==> src/rtl/button_event.sv <==
// Button event generator: stability filter on an already-synchronised level, then press/release/auto-repeat strobes.
// All outputs registered; held and press/release follow the STABLE_CNT-th differing edge, first repeat DELAY_CNT cycles after press.
module button_event #(
    parameter int STABLE_CNT = 4,
    parameter int DELAY_CNT  = 25_000_000,
    parameter int RATE_CNT   = 5_000_000,
    parameter int CNT_W      = 25
) (
    input  logic clk,
    input  logic rst_n,
    input  logic button_level,
    output logic held,
    output logic press_pulse,
    output logic release_pulse,
    output logic repeat_pulse
);

    typedef enum logic [1:0] {
        IDLE   = 2'd0,
        DELAY  = 2'd1,
        REPEAT = 2'd2
    } state_t;

    // Terminal counts: the event fires on the edge where the counter already holds N-1.
    localparam logic [CNT_W-1:0] STABLE_LAST = CNT_W'(STABLE_CNT - 1);
    localparam logic [CNT_W-1:0] DELAY_LAST  = CNT_W'(DELAY_CNT - 1);
    localparam logic [CNT_W-1:0] RATE_LAST   = CNT_W'(RATE_CNT - 1);

    state_t           state_q, state_d;
    logic [CNT_W-1:0] filt_cnt_q, filt_cnt_d;
    logic [CNT_W-1:0] rep_cnt_q, rep_cnt_d;
    logic             held_q, held_d;
    logic             press_q, press_d;
    logic             release_q, release_d;
    logic             repeat_q, repeat_d;
    logic             accept;

    always_comb begin
        filt_cnt_d = '0;
        rep_cnt_d  = rep_cnt_q;
        state_d    = state_q;
        held_d     = held_q;
        press_d    = 1'b0;
        release_d  = 1'b0;
        repeat_d   = 1'b0;
        accept     = 1'b0;

        if (button_level != held_q) begin
            if (filt_cnt_q == STABLE_LAST) begin
                accept = 1'b1;
            end else begin
                filt_cnt_d = filt_cnt_q + 1'b1;
            end
        end

        // A release accepted on a repeat boundary takes priority over the repeat.
        case (state_q)
            IDLE: begin
                rep_cnt_d = '0;
                if (accept) begin
                    held_d  = 1'b1;
                    press_d = 1'b1;
                    state_d = DELAY;
                end
            end
            DELAY: begin
                if (accept) begin
                    held_d    = 1'b0;
                    release_d = 1'b1;
                    rep_cnt_d = '0;
                    state_d   = IDLE;
                end else if (rep_cnt_q == DELAY_LAST) begin
                    repeat_d  = 1'b1;
                    rep_cnt_d = '0;
                    state_d   = REPEAT;
                end else begin
                    rep_cnt_d = rep_cnt_q + 1'b1;
                end
            end
            REPEAT: begin
                if (accept) begin
                    held_d    = 1'b0;
                    release_d = 1'b1;
                    rep_cnt_d = '0;
                    state_d   = IDLE;
                end else if (rep_cnt_q == RATE_LAST) begin
                    repeat_d  = 1'b1;
                    rep_cnt_d = '0;
                end else begin
                    rep_cnt_d = rep_cnt_q + 1'b1;
                end
            end
            default: begin
                state_d   = IDLE;
                held_d    = 1'b0;
                rep_cnt_d = '0;
            end
        endcase
    end

    always_ff @(posedge clk or negedge rst_n) begin
        if (!rst_n) begin
            state_q    <= IDLE;
            filt_cnt_q <= '0;
            rep_cnt_q  <= '0;
            held_q     <= 1'b0;
            press_q    <= 1'b0;
            release_q  <= 1'b0;
            repeat_q   <= 1'b0;
        end else begin
            state_q    <= state_d;
            filt_cnt_q <= filt_cnt_d;
            rep_cnt_q  <= rep_cnt_d;
            held_q     <= held_d;
            press_q    <= press_d;
            release_q  <= release_d;
            repeat_q   <= repeat_d;
        end
    end

    assign held          = held_q;
    assign press_pulse   = press_q;
    assign release_pulse = release_q;
    assign repeat_pulse  = repeat_q;

endmodule

==> config.mk <==
export PLATFORM = sky130hd
export DESIGN_NAME = button_event
export DESIGN_NICKNAME = d
export VERILOG_FILES = /design/src/rtl/button_event.sv
export SDC_FILE = /design/constraint.sdc
export NUM_CORES = 1
export LEC_CHECK = 0
export BUFFER_PORTS_ARGS = -buffer_cell sky130_fd_sc_hd__buf_2
export CAP_MARGIN = 0
export CELL_PAD_IN_SITES_DETAIL_PLACEMENT = 1
export CELL_PAD_IN_SITES_GLOBAL_PLACEMENT = 1
export CORE_UTILIZATION = 45
export DETAILED_ROUTE_END_ITERATION = 8
export PLACE_DENSITY_LB_ADDON = 0.3
export SYNTH_ARGS = -nofsm -noshare
export SYNTH_HDL_FRONTEND = slang
export SYNTH_SLANG_ARGS = --single-unit
==> constraint.sdc <==
create_clock -name clk -period 3.05 [get_ports clk]
set_input_delay 0.61 -clock clk [delete_from_list [all_inputs] [get_ports clk]]
set_output_delay 0.61 -clock clk [all_outputs]
set_load 0.01 [all_outputs]
==> results of run 1 <==
cell usage in the layout (no fill, tap or decap), types with 2 or more instances in the layout:
master,netlist,layout
nor4_1,6,6
o21ai_0,4,4
inv_1,10,10
ha_1,5,5
buf_2,2,6
or3_1,3,3
or4_1,3,3
nor2_1,38,38
dfrtp_1,56,56
xor2_1,29,29
clkbuf_8,0,5
nand3_1,21,21
buf_4,0,4
a21oi_1,3,3
and3_1,5,5
xnor2_1,15,15
a31oi_1,2,2
nor2_2,21,21
nor3_1,7,7
nand2_1,16,16
nand4_1,18,18
and4_1,6,6
flip-flops by register name (all words and copies together), names as in the netlist:
signal and cells:
state_q 2, release_pulse 1, held 1, filt_cnt_q 25, repeat_pulse 1, rep_cnt_q 25
press_pulse 1
layout make-up:
class	instances	area, um^2	area share (%)
Clock buffer	5	68.8	2.22
Timing Repair Buffer	11	80.1	2.58
Sequential cell	56	1400	45.2
Tap cell	75	93.8	3.03
Multi-Input combinational cell	218	1410	45.3
Inverter	10	37.5	1.21
Clock inverter	2	12.5	0.404
through the flow:
stage	power, uW	instance area (um^2)	setup WS (ps)	hold slack (ps)	util (%)
2_1_floorplan	942	2890	1030	314	-
3_3_place_gp	989	3020	724	458	49.8
3_5_place_dp	998	3020	692	470	49.8
4_1_cts	1390	3100	650	451	51.1
5_1_grt	1450	3100	520	486	51.1
6_report	1370	3100	648	423	51.1
metal layers:
| metal | share of wire, % | wire length [um] | global-route usage (%) | vias to the layer above |
|---|---|---|---|---|
| met4 | 1.1 | 68 | 4.91 | 0 |
| li1 | - | - | - | 1027 |
| met3 | 2.7 | 162 | 3.41 | 6 |
| met1 | 49 | 2990 | 26.2 | 1094 |
| met2 | 47 | 2860 | 32.0 | 34 |
| met5 | 0 | 0 | 0 | - |
cell usage after synthesis (all sizes together), types with 3 or more instances:
cell type  instances
and3               6
a31oi              3
a21oi              3
nor3               8
dfrtp             56
xnor2             15
or4                3
nand3             21
nor4               7
clkbuf             4
buf                4
inv               10
xor2              29
o21ai              5
nor2              59
nand2             16
or3                3
nand4             18
and4               6
ha                 5
report_power, final:
| part | total [uW] | switching (uW) | internal (uW) |
|---|---|---|---|
| clock network | 390 | 234 | 156 |
| registers | 792 | 25.1 | 767 |
| logic | 187 | 130 | 57.1 |
cell families after synthesis:
logic type	Yosys count	share of synthesized area, %
compound gates	16	4.11
flops	56	48.5
xor+xnor	44	13.3
fa+ha+maj	5	2.16
simple gates	153	29.0
buf+inv	18	2.94
worst max path at each step:
stage	start	slack, ps	endpoint	cells past startpoint
2_1_floorplan	rep_cnt_q[10]$_DFF_PN0_	1030	rep_cnt_q[9]$_DFF_PN0_	6
3_3_place_gp	rep_cnt_q[10]$_DFF_PN0_	720	rep_cnt_q[22]$_DFF_PN0_	6
3_5_place_dp	rep_cnt_q[10]$_DFF_PN0_	690	rep_cnt_q[22]$_DFF_PN0_	6
4_1_cts	rep_cnt_q[10]$_DFF_PN0_	650	rep_cnt_q[22]$_DFF_PN0_	6
5_1_grt	rep_cnt_q[10]$_DFF_PN0_	520	rep_cnt_q[22]$_DFF_PN0_	6
6_report	rep_cnt_q[10]$_DFF_PN0_	650	rep_cnt_q[22]$_DFF_PN0_	6
critical path: stages (launching register included):
cell	delay, ps
dfrtp_1	450
or4b_4	570
nor4_4	340
a31oi_2	180
o21ai_4	450
buf_12	220
a21oi_1	60
==> impl_metrics.json, run 1 <==
{
  "status": "finished, final reports clean",
  "yosysTopAreaCell": "dfrtp_1",
  "netlist.area_leader.share_pct": 48.5,
  "dp_cells": 370,
  "ys.flop_type": "dfrtp_1",
  "layout-drive-gt1-share_pct": 15.2,
  "clock_sinks": 56,
  "tritoncts": "yes",
  "drc": 0,
  "track_usage_pct": 19.4,
  "fp.dieArea_um2": 6750,
  "ant_nets": 0,
  "grt_pass1_vias": 2217,
  "synth_edf_count": 0,
  "wl_per_cell_um": 16.1,
  "wirelength_mm": 6.08,
  "syn_to_final_growth_pct": 7.18,
  "core_um2": 6060,
  "io_buffers": 6,
  "synth_area_um2": 2890,
  "power.leakage_uw": 0.00128,
  "mappedNetlistNets": 300,
  "layout.nets": 310,
  "fillers": 699,
  "worstSetupStartpointType": "register",
  "rsz0062_at_grt": "false",
  "power_density_nw_per_um2": 442,
  "ys_ff_latch": 56,
  "first_pass_iters": 5,
  "synth_area_leaders": "dfrtp_1, xor2_1, nor2_1",
  "tightest_slew_ps": 889,
  "grt_pass1_wl_mm": 10.1,
  "path_class": "reg -> reg",
  "dp.final_hpwl_mm": 4.40,
  "grt_max_degree": 40,
  "place_congestion": 0.743,
  "ir_drop_v": 0.000281,
  "yosysSeqAreaShare_pct": 48.5,
  "syn_avg_cell_area_um2": 9.90,
  "r2r_cells": 6,
  "initialDrtViolationCount": 87,
  "r2r_slack_ps": 650,
  "hold_viol": 0,
  "path_max_fanout": 15,
  "hold_buffers": 0,
  "r2r-start": "rep_cnt_q[10]$_DFF_PN0_",
  "yosys_warnings": 0,
  "clk_pin_slew_worst_paths_ps": 90,
  "yosysUniqueCellTypes": 38,
  "tns_ps": 0,
  "antennaDiodeCount": 0,
  "slew_headroom_pct": 40.7,
  "postCtsSetupRepairBufs": 0,
  "clk_latency_ps": 300,
  "maxCapViolations": 0,
  "cts.repair.resized": 0,
  "clockBufferDepth": 2,
  "antenna_found_initial": 0,
  "r2r_end": "rep_cnt_q[22]$_DFF_PN0_",
  "worstPathRequired_ps": 3230,
  "die_y_um": 82.2,
  "finClkSkew_ps": 10.3,
  "start_util_pct": 47.7,
  "via_count": 2161,
  "grt-ovfl-total": 0,
  "vias_per_cell": 5.73,
  "htreeDepth": 2,
  "cp-end-kind": "register",
  "final-instance-count-excl-fill": 377,
  "fmax_mhz": 416,
  "die_x_um": 82.2,
  "fin_crit_sh_pct": 78.8,
  "cts_root_buf": "clkbuf_8",
  "hp-class": "in -> async",
  "setup_viol": 0,
  "synthCells": 292,
  "async_flop_share_pct": 100,
  "ios": 7,
  "final_max_slew_viol_count": 0,
  "rows": 28,
  "period_minus_slack_ps": 2400,
  "cp.arrival_ps": 2580,
  "numCtsBuffers": 5
}
No activity file was read; power rests on OpenSTA's default activity.
==> inputs of run 2 (changes only) <==
clock period = 2.45 ns   (was 3.05 ns; I/O delays follow)
==> run 2 against run 1 <==
  * Clock power is 34% higher
  * Flip-flop and latch count stayed put
  * Wire length is 1.5% lower
  * Critical endpoint unchanged
  * Final cell count is 1.1% higher
  * Largest power group unchanged
  * Global-route usage is 0.26 points higher
==> impl_metrics.json, run 2 (synthesis results as in run 1) <==
{
  "die_y_um": 82.2,
  "grt_use_met3_pct": 2.97,
  "pwr-share-seq_pct": 56.6,
  "htreeDepth": 2,
  "core_um2": 6060,
  "syn_to_final_growth_pct": 8.35,
  "ios": 7,
  "dp.final_hpwl_mm": 4.33,
  "final-instance-count-excl-fill": 381,
  "timing.final.ws_setup_ps": 288,
  "cp_slowest_cell": "or4b_4",
  "place_congestion": 0.792,
  "start_util_pct": 47.7,
  "clockBufferDepth": 2,
  "fmax_mhz": 462,
  "gr-usage-met1_pct": 26.2,
  "swShare_pct": 29.1,
  "tritoncts": "yes",
  "tns_ps": 0,
  "vias_per_cell": 5.55,
  "grt-ovfl-total": 0,
  "p_clk_share_pct": 29.9,
  "grt.busiest_layer": "met2",
  "reg_top3": "filt_cnt_q: 25 flops, rep_cnt_q: 25 flops, state_q: 2 flops",
  "drc": 0,
  "finClkSkew_ps": 11.6,
  "p_switching_uw": 507,
  "period_minus_slack_ps": 2160,
  "clk_pin_slew_worst_paths_ps": 110,
  "rsz0062_at_grt": "false",
  "final_max_slew_viol_count": 0,
  "power_frac_comb_pct": 13.5,
  "fin_crit_sh_pct": 88.3,
  "place_ws_ps": 297,
  "hp-class": "in -> async",
  "numCtsBuffers": 5,
  "power.leakage_uw": 0.00129,
  "grt_max_degree": 28,
  "ir_drop_v": 0.000308,
  "layout-drive-gt1-share_pct": 16.3,
  "first_pass_iters": 4,
  "clock_sinks": 56,
  "cp.arrival_ps": 2360,
  "wirelength_mm": 5.99,
  "p_total_uw": 1740,
  "cp-end-kind": "register",
  "hold_buffers": 0,
  "ant_nets": 0,
  "track_usage_pct": 19.6,
  "wl_per_cell_um": 15.7,
  "setup_viol": 0,
  "fin_hold_ws_ps": 175,
  "cts_root_buf": "clkbuf_8",
  "mostFrequentLayoutCell": "dfrtp_1",
  "cts.repair.resized": 0,
  "status": "finished, final reports clean",
  "hold_viol": 0,
  "worstSetupStartpointType": "register",
  "power_density_nw_per_um2": 557,
  "r2r_cells": 6,
  "p_int_uw": 1240,
  "layout.nets": 313,
  "fp.dieArea_um2": 6750,
  "io_buffers": 6,
  "maxCapViolations": 0,
  "grt_pass1_wl_mm": 10.1,
  "tightest_slew_ps": 637,
  "final_cell_mix": "dfrtp_1, nor2_1, xor2_1",
  "postCtsSetupRepairBufs": 0,
  "antennaDiodeCount": 0,
  "slew_headroom_pct": 57.5,
  "dp_cells": 373,
  "clk_latency_ps": 310,
  "path_max_fanout": 25,
  "rows": 28,
  "die_x_um": 82.2,
  "path_class": "reg -> reg",
  "via_count": 2116,
  "worstPathRequired_ps": 2640,
  "initialDrtViolationCount": 108,
  "cp_cell_sequence": "or4b_4, nor4_4, a31oi_2, o21ai_4, buf_12, a21oi_1",
  "antenna_found_initial": 0,
  "grt_pass1_vias": 2142,
  "cpPeakStageDelay_ps": 570,
  "use_met2_pct": 33.1
}
==> run 2: changes by cell type in the layout (fill, tap and decap cells not counted), sizes merged <==
cell	delta
clkinvlp	+1
buf	+3
==> run 2: power groups by stage <==
stage                     clock network (uW)  logic, uW  registers [uW]
after detailed placement                   0        244            1010
after floorplan                            0        177             995
after global routing                     569        272             995
after global placement                     0        238            1000
after CTS                                538        242             988
final                                    522        236             987
==> run 2: stage by stage <==
stage          area [um^2]  utilization (%)
3_5_place_dp          3040             50.2
6_report              3130             51.7
2_1_floorplan         2890                -
4_1_cts               3130             51.7
5_1_grt               3130             51.7
3_3_place_gp          3040             50.2
==> run 2: area by class of cell <==
| type | count | area [um^2] |
|---|---|---|
| Sequential cell | 56 | 1400 |
| Timing Repair Buffer | 14 | 103 |
| Clock buffer | 5 | 68.8 |
| Fill cell | 689 | 2930 |
| Multi-Input combinational cell | 218 | 1410 |
| Tap cell | 75 | 93.8 |
| Inverter | 10 | 37.5 |
| Clock inverter | 3 | 23.8 |
==> run 2: routing by layer <==
| layer | part of all wire [%] | up-vias |
|---|---|---|
| met5 | 0 | - |
| met4 | 1.0 | 0 |
| met3 | 2.0 | 6 |
| met2 | 48 | 22 |
| met1 | 49 | 1056 |
| li1 | - | 1032 |
==> run 2: worst paths after layout <==
kind	slack, ps	endpoint	start
min reg2reg	480	rep_cnt_q[0]$_DFF_PN0_	rep_cnt_q[0]$_DFF_PN0_
min	170	rep_cnt_q[14]$_DFF_PN0_	rst_n
max reg2reg	290	rep_cnt_q[22]$_DFF_PN0_	rep_cnt_q[10]$_DFF_PN0_
max in group asynchronous	1590	rep_cnt_q[5]$_DFF_PN0_	rst_n
min in group clk	480	rep_cnt_q[0]$_DFF_PN0_	rep_cnt_q[0]$_DFF_PN0_
max	290	rep_cnt_q[22]$_DFF_PN0_	rep_cnt_q[10]$_DFF_PN0_
==> run 2: critical path: cells and delay by family (launching register included) <==
kind / cells / cell delay [ps]
flops: 1 / 450
simple gates: 2 / 910
buf+inv: 1 / 220
compound gates: 3 / 470
==> inputs of run 3 (changes only) <==
--- a/config.mk
+++ b/config.mk
@@ -7,5 +7,5 @@
 export LEC_CHECK = 0
 export BUFFER_PORTS_ARGS = -buffer_cell sky130_fd_sc_hd__buf_2
-export CAP_MARGIN = 0
+export CAP_MARGIN = 20
 export CELL_PAD_IN_SITES_DETAIL_PLACEMENT = 1
 export CELL_PAD_IN_SITES_GLOBAL_PLACEMENT = 1
==> constraint.sdc (replaced) <==
create_clock -name clk -period 2.45 [get_ports clk]
set_input_delay 0.1225 -clock clk [delete_from_list [all_inputs] [get_ports clk]]
set_output_delay 0.1225 -clock clk [all_outputs]
set_load 0.01 [all_outputs]
==> run 3 against run 2 <==
  * Die area is the same
  * Sequential share of layout area down 0.20 points
  * Global-route usage rose by 2.0 points
  * First-iteration DRC count up 9.3%
  * Sequential power about the same
  * Utilization is 0.23 points higher
==> impl_metrics.json, run 3 (synthesis results as in run 1) <==
{
  "status": "finished, final reports clean",
  "antennaDiodeCount": 0,
  "slew_headroom_pct": 43.0,
  "place_congestion": 0.745,
  "maxCapViolations": 0,
  "fillers": 699,
  "worstSetupStartpointType": "register",
  "regArea_um2": 1400,
  "fp.dieArea_um2": 6750,
  "power_frac_comb_pct": 13.7,
  "finClkSkew_ps": 9.56,
  "layout.nets": 316,
  "grt-ovfl-total": 0,
  "fin_crit_sh_pct": 91.3,
  "rsz0062_at_grt": "false",
  "clock_sinks": 56,
  "r2r_end": "rep_cnt_q[7]$_DFF_PN0_",
  "wl_per_cell_um": 16.3,
  "final_max_slew_viol_count": 0,
  "r2r_cells": 6,
  "dp.final_hpwl_mm": 4.42,
  "wirelength_mm": 6.27,
  "fmax_mhz": 447,
  "drc": 0,
  "cp.arrival_ps": 2440,
  "power_density_nw_per_um2": 561,
  "worstPathRequired_ps": 2650,
  "via_count": 2138,
  "track_usage_pct": 21.6,
  "p_int_uw": 1260,
  "cts_root_buf": "clkbuf_8",
  "grt_pass1_vias": 2343,
  "setup_viol": 0,
  "start_util_pct": 47.7,
  "r2r_slack_ps": 210,
  "reg_top3": "filt_cnt_q: 25 flops, rep_cnt_q: 25 flops, state_q: 2 flops",
  "clk_latency_ps": 320,
  "tritoncts": "yes",
  "path_max_fanout": 14,
  "grt_max_degree": 39,
  "tns_ps": 0,
  "layout-drive-gt1-share_pct": 16.5,
  "tightest_slew_ps": 855,
  "hold_viol": 0,
  "ir_drop_v": 0.000401,
  "power.leakage_uw": 0.00130,
  "p_clk_share_pct": 30.3,
  "rows": 28,
  "period_minus_slack_ps": 2240,
  "r2r-start": "rep_cnt_q[10]$_DFF_PN0_",
  "pwr-share-seq_pct": 56.0,
  "antenna_found_initial": 0,
  "clk_pin_slew_worst_paths_ps": 100,
  "final_cell_mix": "dfrtp_1, nor2_1, xor2_1",
  "postCtsSetupRepairBufs": 0,
  "die_x_um": 82.2,
  "cts.repair.resized": 0,
  "core_um2": 6060,
  "ios": 7,
  "cp-end-kind": "register",
  "worstSetupStartpoint": "rep_cnt_q[10]$_DFF_PN0_",
  "hp-class": "in -> reg",
  "mostFrequentLayoutCell": "dfrtp_1",
  "syn_to_final_growth_pct": 8.83,
  "clockBufferDepth": 2,
  "swShare_pct": 28.3,
  "path_class": "reg -> reg",
  "grt_pass1_wl_mm": 11.1,
  "multi_input_area_um2": 1410,
  "first_pass_iters": 4,
  "numCtsBuffers": 5,
  "ant_nets": 0,
  "utilization_pct": 51.9,
  "die_y_um": 82.2,
  "htreeDepth": 2,
  "vias_per_cell": 5.57,
  "p_switching_uw": 500,
  "crit_path_end": "rep_cnt_q[7]$_DFF_PN0_",
  "initialDrtViolationCount": 118,
  "io_buffers": 6
}
run 3: critical path, stage by stage, from the launching register on:
cell and delay [ps]:
dfrtp_1 450, or4b_4 570, nor4_4 360, a31oi_2 190, o21ai_4 200, buf_4 280
nor2_2 70
run 3: per-layer routing:
layer  global-route usage, %  routed length [um]
met5                       0                   0
met4                    6.14                  70
met3                    4.29                 152
met2                    35.9                2990
met1                    28.5                3060
run 3: worst min path at each step:
stage	start	to	slack [ps]	depth (start not counted)
final	button_level	press_pulse$_DFF_PN0_	230	4
after global routing	button_level	release_pulse$_DFF_PN0_	270	4
after CTS	button_level	release_pulse$_DFF_PN0_	220	4
after detailed placement	rst_n	rep_cnt_q[15]$_DFF_PN0_	280	1
after global placement	rst_n	rep_cnt_q[14]$_DFF_PN0_	280	1
after floorplan	rst_n	filt_cnt_q[0]$_DFF_PN0_	-170	0
run 3: area by class of cell:
type,count,share of cell area (%)
repair buffers,17,3.66
flip-flops and latches,56,44.5
clock buffers,7,2.74
clock inverters,1,0.239
multi-input cells,218,44.7
well taps,75,2.98
inverters,10,1.19
run 3: repair_timing:
item / 4_1_cts / 5_1_grt
endpoints found under the hold margin: 36 / 0
endpoints found under the setup margin: 0 / 0
hold buffers: 1 / 0
run 3: power by group through the flow:
| stage | Clock, uW | Sequential (uW) | Combinational (uW) |
|---|---|---|---|
| 4_1_cts | 561 | 988 | 246 |
| 6_report | 535 | 988 | 242 |
| 3_3_place_gp | 0 | 1000 | 235 |
| 5_1_grt | 589 | 995 | 281 |
| 3_5_place_dp | 0 | 1010 | 245 |
| 2_1_floorplan | 0 | 995 | 177 |
run 3: metrics by stage:
| step | power (uW) | hold WS (ps) | instance area (um^2) | instances | setup slack [ps] |
|---|---|---|---|---|---|
| 3_5_place_dp | 1250 | 282 | 3040 | 375 | 230 |
| 3_3_place_gp | 1240 | 279 | 3040 | 375 | 284 |
| 6_report | 1760 | 227 | 3150 | 384 | 214 |
| 5_1_grt | 1870 | 269 | 3150 | 384 | 103 |
| 4_1_cts | 1800 | 217 | 3150 | 384 | 219 |
| 2_1_floorplan | 1170 | -173 | 2890 | 292 | 430 |
